<file path="src/rtl/fault_detect_sched_if.sv">
// Scheduler-side bundle: channel FIFO requests/data, pipeline start/data/verdict,
// result report and sticky fault map. master = scheduler, slave = surrounding logic.
interface fault_detect_sched_if #(
    parameter int N_CH = 4
);
    localparam int CW = $clog2(N_CH);

    logic [N_CH-1:0]       req_i;
    logic [N_CH-1:0][7:0]  data_i;
    logic [N_CH-1:0]       rd_o;
    logic                  pipe_start_o;
    logic [7:0]            pipe_data_o;
    logic                  pipe_fault_i;
    logic                  pipe_vaild_i;
    logic                  busy_o;
    logic                  result_valid_o;
    logic [CW-1:0]         result_ch_o;
    logic                  result_fault_o;
    logic                  result_timeout_o;
    logic                  clear_i;
    logic [N_CH-1:0]       fault_map_o;

    modport master (
        input  req_i, data_i, pipe_fault_i, pipe_vaild_i, clear_i,
        output rd_o, pipe_start_o, pipe_data_o, busy_o, result_valid_o,
               result_ch_o, result_fault_o, result_timeout_o, fault_map_o
    );

    modport slave (
        output req_i, data_i, pipe_fault_i, pipe_vaild_i, clear_i,
        input  rd_o, pipe_start_o, pipe_data_o, busy_o, result_valid_o,
               result_ch_o, result_fault_o, result_timeout_o, fault_map_o
    );
endinterface

</file>
<file path="src/rtl/fault_detect_sched.sv">
// Round-robin scheduler feeding one FFT/fault-detector pipeline from N_CH sample FIFOs.
// Define FAULT_SCHED_STICKY_MAP_EN to enable the sticky per-channel fault map.
module fault_detect_sched #(
    parameter int N_CH      = 4,
    parameter int FRAME_LEN = 256,
    parameter int TIMEOUT   = 4096
) (
    input  logic                clk_i,
    input  logic                rst_i,
    fault_detect_sched_if.master bus
);
    localparam int CW = $clog2(N_CH);
    localparam int FW = $clog2(FRAME_LEN);
    localparam int TW = (TIMEOUT > 1) ? $clog2(TIMEOUT) : 1;

    typedef enum logic [1:0] {IDLE, STREAM, WAIT, REPORT} state_t;

    state_t        state, state_nxt;
    logic [CW-1:0] gnt, last, pick;
    logic          pick_vld;
    logic [FW-1:0] cnt;
    logic [TW-1:0] tcnt;
    logic          frame_done, tmo_hit;
    logic          start_q, fault_q, timeout_q;
    logic [7:0]    data_q;

    // first requester strictly after the previous grant, wrapping
    always_comb begin
        pick     = last;
        pick_vld = 1'b0;
        for (int i = 1; i <= N_CH; i++) begin
            if (!pick_vld && bus.req_i[CW'((int'(last) + i) % N_CH)]) begin
                pick     = CW'((int'(last) + i) % N_CH);
                pick_vld = 1'b1;
            end
        end
    end

    assign frame_done = (cnt == FW'(FRAME_LEN - 1));
    assign tmo_hit    = (tcnt == TW'(TIMEOUT - 1));

    always_ff @(posedge clk_i or negedge rst_i) begin
        if (!rst_i) state <= IDLE;
        else        state <= state_nxt;
    end

    always_comb begin
        state_nxt = state;
        case (state)
            IDLE:    if (pick_vld) state_nxt = STREAM;
            STREAM:  if (frame_done) state_nxt = WAIT;
            WAIT:    if (bus.pipe_vaild_i || tmo_hit) state_nxt = REPORT;
            REPORT:  state_nxt = IDLE;
            default: state_nxt = IDLE;
        endcase
    end

    always_ff @(posedge clk_i or negedge rst_i) begin
        if (!rst_i) begin
            gnt       <= '0;
            last      <= CW'(N_CH - 1);
            cnt       <= '0;
            tcnt      <= '0;
            start_q   <= 1'b0;
            fault_q   <= 1'b0;
            timeout_q <= 1'b0;
            data_q    <= '0;
        end else begin
            // start rides with sample 0, which is captured on the cnt==0 cycle
            start_q <= (state == STREAM) && (cnt == '0);
            case (state)
                IDLE: begin
                    if (pick_vld) begin
                        gnt  <= pick;
                        last <= pick;
                        cnt  <= '0;
                    end
                end
                STREAM: begin
                    data_q <= bus.data_i[gnt];
                    cnt    <= cnt + 1'b1;
                    tcnt   <= '0;
                end
                WAIT: begin
                    tcnt <= tcnt + 1'b1;
                    // a verdict arriving on the timeout cycle takes precedence
                    if (bus.pipe_vaild_i) begin
                        fault_q   <= bus.pipe_fault_i;
                        timeout_q <= 1'b0;
                    end else if (tmo_hit) begin
                        fault_q   <= 1'b0;
                        timeout_q <= 1'b1;
                    end
                end
                default: ;
            endcase
        end
    end

    assign bus.rd_o             = (state == STREAM) ? (N_CH'(1) << gnt) : '0;
    assign bus.pipe_start_o     = start_q;
    assign bus.pipe_data_o      = data_q;
    assign bus.busy_o           = (state != IDLE);
    assign bus.result_valid_o   = (state == REPORT);
    assign bus.result_ch_o      = gnt;
    assign bus.result_fault_o   = fault_q;
    assign bus.result_timeout_o = timeout_q;

`ifdef FAULT_SCHED_STICKY_MAP_EN
    logic [N_CH-1:0] map_q;

    always_ff @(posedge clk_i or negedge rst_i) begin
        if (!rst_i) begin
            map_q <= '0;
        end else begin
            if (bus.clear_i) map_q <= '0;
            if (state == REPORT && fault_q) map_q[gnt] <= 1'b1;
        end
    end

    assign bus.fault_map_o = map_q;
`else
    logic unused_clear;
    assign unused_clear    = bus.clear_i;
    assign bus.fault_map_o = '0;
`endif
endmodule

</file>
<file path="src/flat_wrapper.sv">
// flat-port wrapper written by rule: the top's interface ports become plain ports
module fault_detect_sched_flat 
#(
    parameter int N_CH      = 4,
    parameter int FRAME_LEN = 256,
    parameter int TIMEOUT   = 4096
)
  (clk_i, rst_i, bus_req_i, bus_data_i, bus_pipe_fault_i, bus_pipe_vaild_i, bus_clear_i, bus_rd_o, bus_pipe_start_o, bus_pipe_data_o, bus_busy_o, bus_result_valid_o, bus_result_ch_o, bus_result_fault_o, bus_result_timeout_o, bus_fault_map_o);
  fault_detect_sched_if #(.N_CH(N_CH)) bus_i ();
  input  logic clk_i;
  input  logic rst_i;
  input wire logic [$bits(bus_i.req_i)-1:0] bus_req_i;
  input wire logic [$bits(bus_i.data_i)-1:0] bus_data_i;
  input wire logic [$bits(bus_i.pipe_fault_i)-1:0] bus_pipe_fault_i;
  input wire logic [$bits(bus_i.pipe_vaild_i)-1:0] bus_pipe_vaild_i;
  input wire logic [$bits(bus_i.clear_i)-1:0] bus_clear_i;
  output wire logic [$bits(bus_i.rd_o)-1:0] bus_rd_o;
  output wire logic [$bits(bus_i.pipe_start_o)-1:0] bus_pipe_start_o;
  output wire logic [$bits(bus_i.pipe_data_o)-1:0] bus_pipe_data_o;
  output wire logic [$bits(bus_i.busy_o)-1:0] bus_busy_o;
  output wire logic [$bits(bus_i.result_valid_o)-1:0] bus_result_valid_o;
  output wire logic [$bits(bus_i.result_ch_o)-1:0] bus_result_ch_o;
  output wire logic [$bits(bus_i.result_fault_o)-1:0] bus_result_fault_o;
  output wire logic [$bits(bus_i.result_timeout_o)-1:0] bus_result_timeout_o;
  output wire logic [$bits(bus_i.fault_map_o)-1:0] bus_fault_map_o;
  assign bus_i.req_i = bus_req_i;
  assign bus_i.data_i = bus_data_i;
  assign bus_i.pipe_fault_i = bus_pipe_fault_i;
  assign bus_i.pipe_vaild_i = bus_pipe_vaild_i;
  assign bus_i.clear_i = bus_clear_i;
  assign bus_rd_o = bus_i.rd_o;
  assign bus_pipe_start_o = bus_i.pipe_start_o;
  assign bus_pipe_data_o = bus_i.pipe_data_o;
  assign bus_busy_o = bus_i.busy_o;
  assign bus_result_valid_o = bus_i.result_valid_o;
  assign bus_result_ch_o = bus_i.result_ch_o;
  assign bus_result_fault_o = bus_i.result_fault_o;
  assign bus_result_timeout_o = bus_i.result_timeout_o;
  assign bus_fault_map_o = bus_i.fault_map_o;
  fault_detect_sched #(.N_CH(N_CH), .FRAME_LEN(FRAME_LEN), .TIMEOUT(TIMEOUT)) u_core (.clk_i(clk_i), .rst_i(rst_i), .bus(bus_i));
endmodule
</file>
<file path="config.mk">
export PLATFORM = sky130hd
export DESIGN_NAME = fault_detect_sched_flat
export DESIGN_NICKNAME = d
export VERILOG_FILES = /design/src/rtl/fault_detect_sched_if.sv /design/src/rtl/fault_detect_sched.sv /design/src/flat_wrapper.sv
export SDC_FILE = /design/constraint.sdc
export NUM_CORES = 1
export LEC_CHECK = 0
export ABC_CLOCK_PERIOD_IN_PS = 2260
export BUFFER_PORTS_ARGS = -buffer_cell sky130_fd_sc_hd__buf_2
export CAP_MARGIN = 5
export CORE_MARGIN = 8
export CORE_UTILIZATION = 51
export DETAILED_ROUTE_END_ITERATION = 8
export PLACE_DENSITY = 0.89
export SYNTH_ARGS = -nofsm -noshare
export SYNTH_HDL_FRONTEND = slang
export SYNTH_SLANG_ARGS = --single-unit
</file>
<file path="constraint.sdc">
create_clock -name clk_i -period 2.26 [get_ports clk_i]
set_input_delay 0.226 -clock clk_i [delete_from_list [all_inputs] [get_ports clk_i]]
set_output_delay 0.226 -clock clk_i [all_outputs]
set_load 0.03 [all_outputs]
</file>
Word level (Yosys, flattened, before mapping)
Index checks and enable logic that the tools add are counted.
W data, S select, Z words.

cells by class
  add/subtract/negate cells = 6
  magnitude comparators = 5
  eq/ne operators = 8
  shift operators = 1
  muxes and demuxes = 34
  reductions and logical operators = 18

operators with widths
  kind                     number
  $pmux W12 S2             1
  $bmux W8 S2              1
  $lt A2 B4 Y1 const B     4
  $mux W1                  16
  $mux W8                  2
  $pmux W8 S2              1
  $mux W2                  7
  $add A12 B1 Y12 const B  1
  $eq A12 B12 Y1 const B   1
  $add A8 B1 Y8 const B    1
  $bmux W1 S2              4
  $eq A8 B8 Y1 const B     1
  $logic_not A8 Y1         1
  $pmux W2 S4              1
  $reduce_bool A2 Y1       4
  $ne A2 B1 Y1 const B     3
  $reduce_and A2 Y1        3
  $add A2 B1 Y2 const B    2
  $add A2 B2 Y2 const B    2
  $eq A2 B2 Y1 const B     2
  $logic_and A1 B1 Y1      4
  $mux W4                  1
  $shl A1 B2 Y4 const A    1
  $logic_not A1 Y1         3
  other kinds (5)          5

word-level totals
  register bits after elaboration = 37
  input bits = 41
  output and inout port bits = 23
  word-level logic and storage cells = 81

Longest topological paths before layout
  word-level depth = 16
  mapped depth = 7
  depth with buffers taken out = 6

Least setup slack after synthesis
No wires, ideal clock.

  kind = reg2out
  from = register u_core.state[1]
  to = output bus_rd_o[0]
  arrival = 1.840 ns
  required time = 2.034 ns
  setup slack = 0.194 ns
  cell stages (with the launch flop) = 6
  buffers on the path = 2
  cell sequence = dfrtp_1 > inv_1 > ha_1 > buf_2 > clkbuf_1 > nor3b_1

between the ends
  longest elaborated chain between the ends = 2

RTL lines
  item                      line                       RTL
  start: declaration        fault_detect_sched.sv:18   state_t state, state_nxt;
  start signal: assignment  fault_detect_sched.sv:44   else state <= state_nxt;
  $eq A2 B1 Y1              fault_detect_sched.sv:100  assign bus.rd_o = (state == STREAM) ? (N_CH'(1) << gnt) : '0;
  $mux W4                   fault_detect_sched.sv:100
  end: declaration          flat_wrapper.sv:17         output wire logic [$bits(bus_i.rd_o)-1:0] bus_rd_o;

No other way between the ends.

Worst setup path in the final report
  from = register u_core.state[0]
  to = register u_core.state[1]

between the ends
  longest elaborated chain between the ends = 3
  elaborated cells between the ends (all ways) = 9
  classes of those cells = 6 x eq/ne; 1 x mux; 2 x reduce/logical

RTL lines
  item                                  line                      RTL
  $eq A2 B1 Y1 (tied with other cells)  fault_detect_sched.sv:49  case (state)
  $ne A2 B1 Y1 (no source line)         --
  $reduce_and A3 Y1 (no source line)    --

Several ways; a longest one is shown, not always the timed one.
A chain may end at the register's enable or synchronous reset.

==> impl_metrics.py <==
metrics = {
    "synth": {
        "netlist_instances": 201,
        "synth_edf_count": 0,
        "yosysTopAreaCell": "dfrtp_1",
        "synthDominantCellAreaShare_pct": 41.1,
        "synthArstFlopShare_pct": 100,
        "seq_area_frac_synth_pct": 43.5,
        "synth_cell_types": 43,
        "postSynthAreaPerCell_um2": 10.6,
        "yosysWarnings": 0,
        "ys_top_cells_by_area": "dfrtp_1, mux4_2, mux2_2, ha_1, xnor2_1",
        "synth_flop_cell": "dfrtp_1",
        "ys_ff_latch": 37,
        "synth_area_um2": 2130,
    },
    "drt": {
        "wl_met2_um": 1960,
        "first_iter_violations": 75,
        "m1WireLength_um": 1880,
        "wl_met3_um": 628,
        "vias": 1729,
        "postRouteAntennaNets": 0,
        "drt-vias-per-instance": 5.58,
        "routed.top_layer": "met4",
        "drc": 0,
        "dr.pass1.iters": 4,
        "avgRoutedWirePerCell_um": 14.7,
        "wl_um": 4550,
    },
    "clock_network": {
        "cts-root-buf": "clkbuf_8",
        "htreeDepth": 2,
        "clockBufferDepth": 2,
        "insertion_delay_ps": 290,
        "clkSinkCount": 37,
        "clk_pin_slew_ps": 70,
        "tritoncts": "done",
        "cts_setup_buffers": 0,
        "cts_made_buffers": 5,
        "post_cts_resized": 0,
        "cts_hold_buf": 0,
    },
    "global_routing": {
        "grtUsageTotal_pct": 14.1,
        "grt_max_degree": 38,
        "grt_pass1_wl_um": 7270,
        "antenna_found_initial": 0,
        "grt_overflow_total": 0,
        "grt_pass1_vias": 1654,
    },
    "layout": {
        "drive_gt1_share_pct": 36.2,
        "antenna_cells": 0,
        "finalNetCount": 307,
        "final_cell_count_no_fill": 310,
        "syn_to_final_growth_pct": 19.1,
    },
    "setup_path": {
        "rrSetupSlack_ps": 340,
        "end_kind": "register",
        "crit_type": "register to register",
        "cp-start-kind": "register",
        "worstPathRequired_ps": 2440,
        "worstPathMaxFanout": 10,
        "cp_data_arrival_time_ps": 2100,
    },
    "place": {
        "dpl.cell_count": 302,
        "hpwl_um": 3530,
        "port_buffers": 58,
        "routabilityCongestion": 0.850,
    },
    "power": {
        "p_switching_mw": 1.37,
        "peakVddDrop_uv": 704,
        "power.density_nw_per_um2": 1250,
        "pwr-share-clk_pct": 14.8,
        "p_comb_share_pct": 50.7,
        "switching_share_pct": 43.4,
        "intPower_mw": 1.79,
        "leakagePower_nw": 1.20,
        "power.sequential.fraction_pct": 34.5,
    },
    "timing": {
        "fin_crit_sh_pct": 85.1,
        "worst_slew_pin_slew_ps": 804,
        "min_period_ps": 1920,
        "hold_viol_final": 0,
        "fin_tns_setup_ps": 0,
        "fmax_mhz": 520,
        "slew_viol_final": 0,
        "fin_skew_ps": 3.55,
        "rsz0062_at_grt": "false",
        "finalSetupViolCount": 0,
        "slew-limit-headroom_pct": 46.4,
    },
    "die": {
        "pin_count": 64,
        "die_width_um": 80.7,
        "row_count": 23,
        "start_util_pct": 53.3,
        "die-height_um": 80.7,
        "dieArea_um2": 6510,
        "core_um2": 4000,
    },
    "run": {
        "cap_violations": 0,
    },
    "worst_hold_path": {
        "hp-class": "input port to asynchronous set/reset pin",
    },
    "status": {
        "status": "complete, no violations",
    },
}
metal layers:
metal | vias up | global-route usage [%]
met5 | - | 0
met1 | 822 | 15.9
met3 | 8 | 6.25
met2 | 69 | 22.6
li1 | 830 | -
met4 | 0 | 6.25
cells in the mapped netlist (6+ instances only):
master / number
dfrtp_1: 35
nand2_1: 17
nor2_1: 16
inv_1: 13
nand3_1: 10
mux2_2: 8
mux4_2: 8
o21ai_0: 8
xnor2_1: 8
a21o_1: 7
ha_1: 7
nor3_1: 7
clkbuf_1: 6
sequential cells by signal, summed over array words and instances, names as in the netlist:
| signal | cells |
|---|---|
| u_core.bus.pipe_start_o | 1 |
| u_core.cnt | 8 |
| u_core.state | 2 |
| u_core.bus.result_fault_o | 1 |
| u_core.bus.result_ch_o | 2 |
| u_core.bus.pipe_data_o | 8 |
| u_core.last | 2 |
| u_core.tcnt | 12 |
| u_core.bus.result_timeout_o | 1 |
logic make-up (layout without fill, tap and decap cells):
group	after synthesis	in the layout	share of synthesized area, %
multiplexers	21	21	15.5
AO/OA/AOI/OAI	33	33	11.6
adder cells (fa/ha/maj)	7	7	4.11
flip-flops	37	37	43.5
buffers and inverters	26	82	5.57
other	1	4	0.176
XOR/XNOR	8	8	3.28
AND/OR/NAND/NOR	68	68	16.3
through the flow:
| step | utilization [%] | instance area (um2) | setup WS [ps] | hold WS, ps | power (mW) |
|---|---|---|---|---|---|
| after floorplan | - | 2140 | 194 | -69.6 | 2.29 |
| after global placement | 61.2 | 2450 | 445 | 364 | 2.65 |
| after detailed placement | 61.2 | 2450 | 394 | 367 | 2.72 |
| after CTS | 63.5 | 2540 | 341 | 45.6 | 3.20 |
| after global routing | 63.5 | 2540 | 195 | 95.0 | 3.38 |
| final | 63.5 | 2540 | 337 | 18.2 | 3.17 |
path summary, 6_finish.rpt:
path / from / to / cells past startpoint
max in group asynchronous: rst_i / u_core.tcnt[2]$_DFFE_PN0P_ / 1
min in group clk_i: bus_pipe_vaild_i / u_core.bus.result_timeout_o$_DFFE_PN0P_ / 2
worst min register to register: u_core.bus.pipe_data_o[0]$_DFFE_PN0N_ / u_core.bus.pipe_data_o[0]$_DFFE_PN0N_ / 1
worst max register to register: u_core.state[0]$_DFFE_PN0P_ / u_core.state[1]$_DFFE_PN0P_ / 5
worst max-delay path: u_core.state[0]$_DFFE_PN0P_ / u_core.state[1]$_DFFE_PN0P_ / 5
worst min-delay path: rst_i / u_core.bus.pipe_data_o[3]$_DFFE_PN0N_ / 1
worst max-delay path, cell delays in order, from the launching register on:
cell,delay (ps)
dfrtp_1,410
inv_1,120
ha_1,360
inv_1,120
o311ai_1,460
mux2_4,340
placed cells by master, fill, tap and decap left out, types with 3 or more instances in the layout:
master    synthesis  final
mux2_2            8      8
mux4_2            8      8
buf_2             2     58
nor4_1            3      3
a21oi_1           5      5
a21o_1            7      7
o21ai_0           8      8
nor3_1            7      7
mux2i_1           3      3
nand3_1          10     10
conb_1            1      4
nand2_1          17     17
dfrtp_1          35     35
nor2_1           16     16
buf_4             5      3
ha_1              7      7
inv_1            13     13
clkbuf_8          0      6
xnor2_1           8      8
layout make-up:
class | count | area, um2
Tap cell | 50 | 62.6
Inverter | 13 | 48.8
Sequential cell | 37 | 928
Fill cell | 311 | 1460
Timing Repair Buffer | 61 | 313
Multi-Input combinational cell | 141 | 1100
Clock buffer | 8 | 90.1
power groups by stage:
stage	combinational (mW)	clock (mW)	sequential (mW)
global route	1.74	0.511	1.13
floorplan	1.05	0	1.25
global placement	1.56	0	1.09
finish	1.61	0.469	1.09
CTS	1.62	0.485	1.09
detailed placement	1.62	0	1.10
Power figures use the tool's default switching activity.
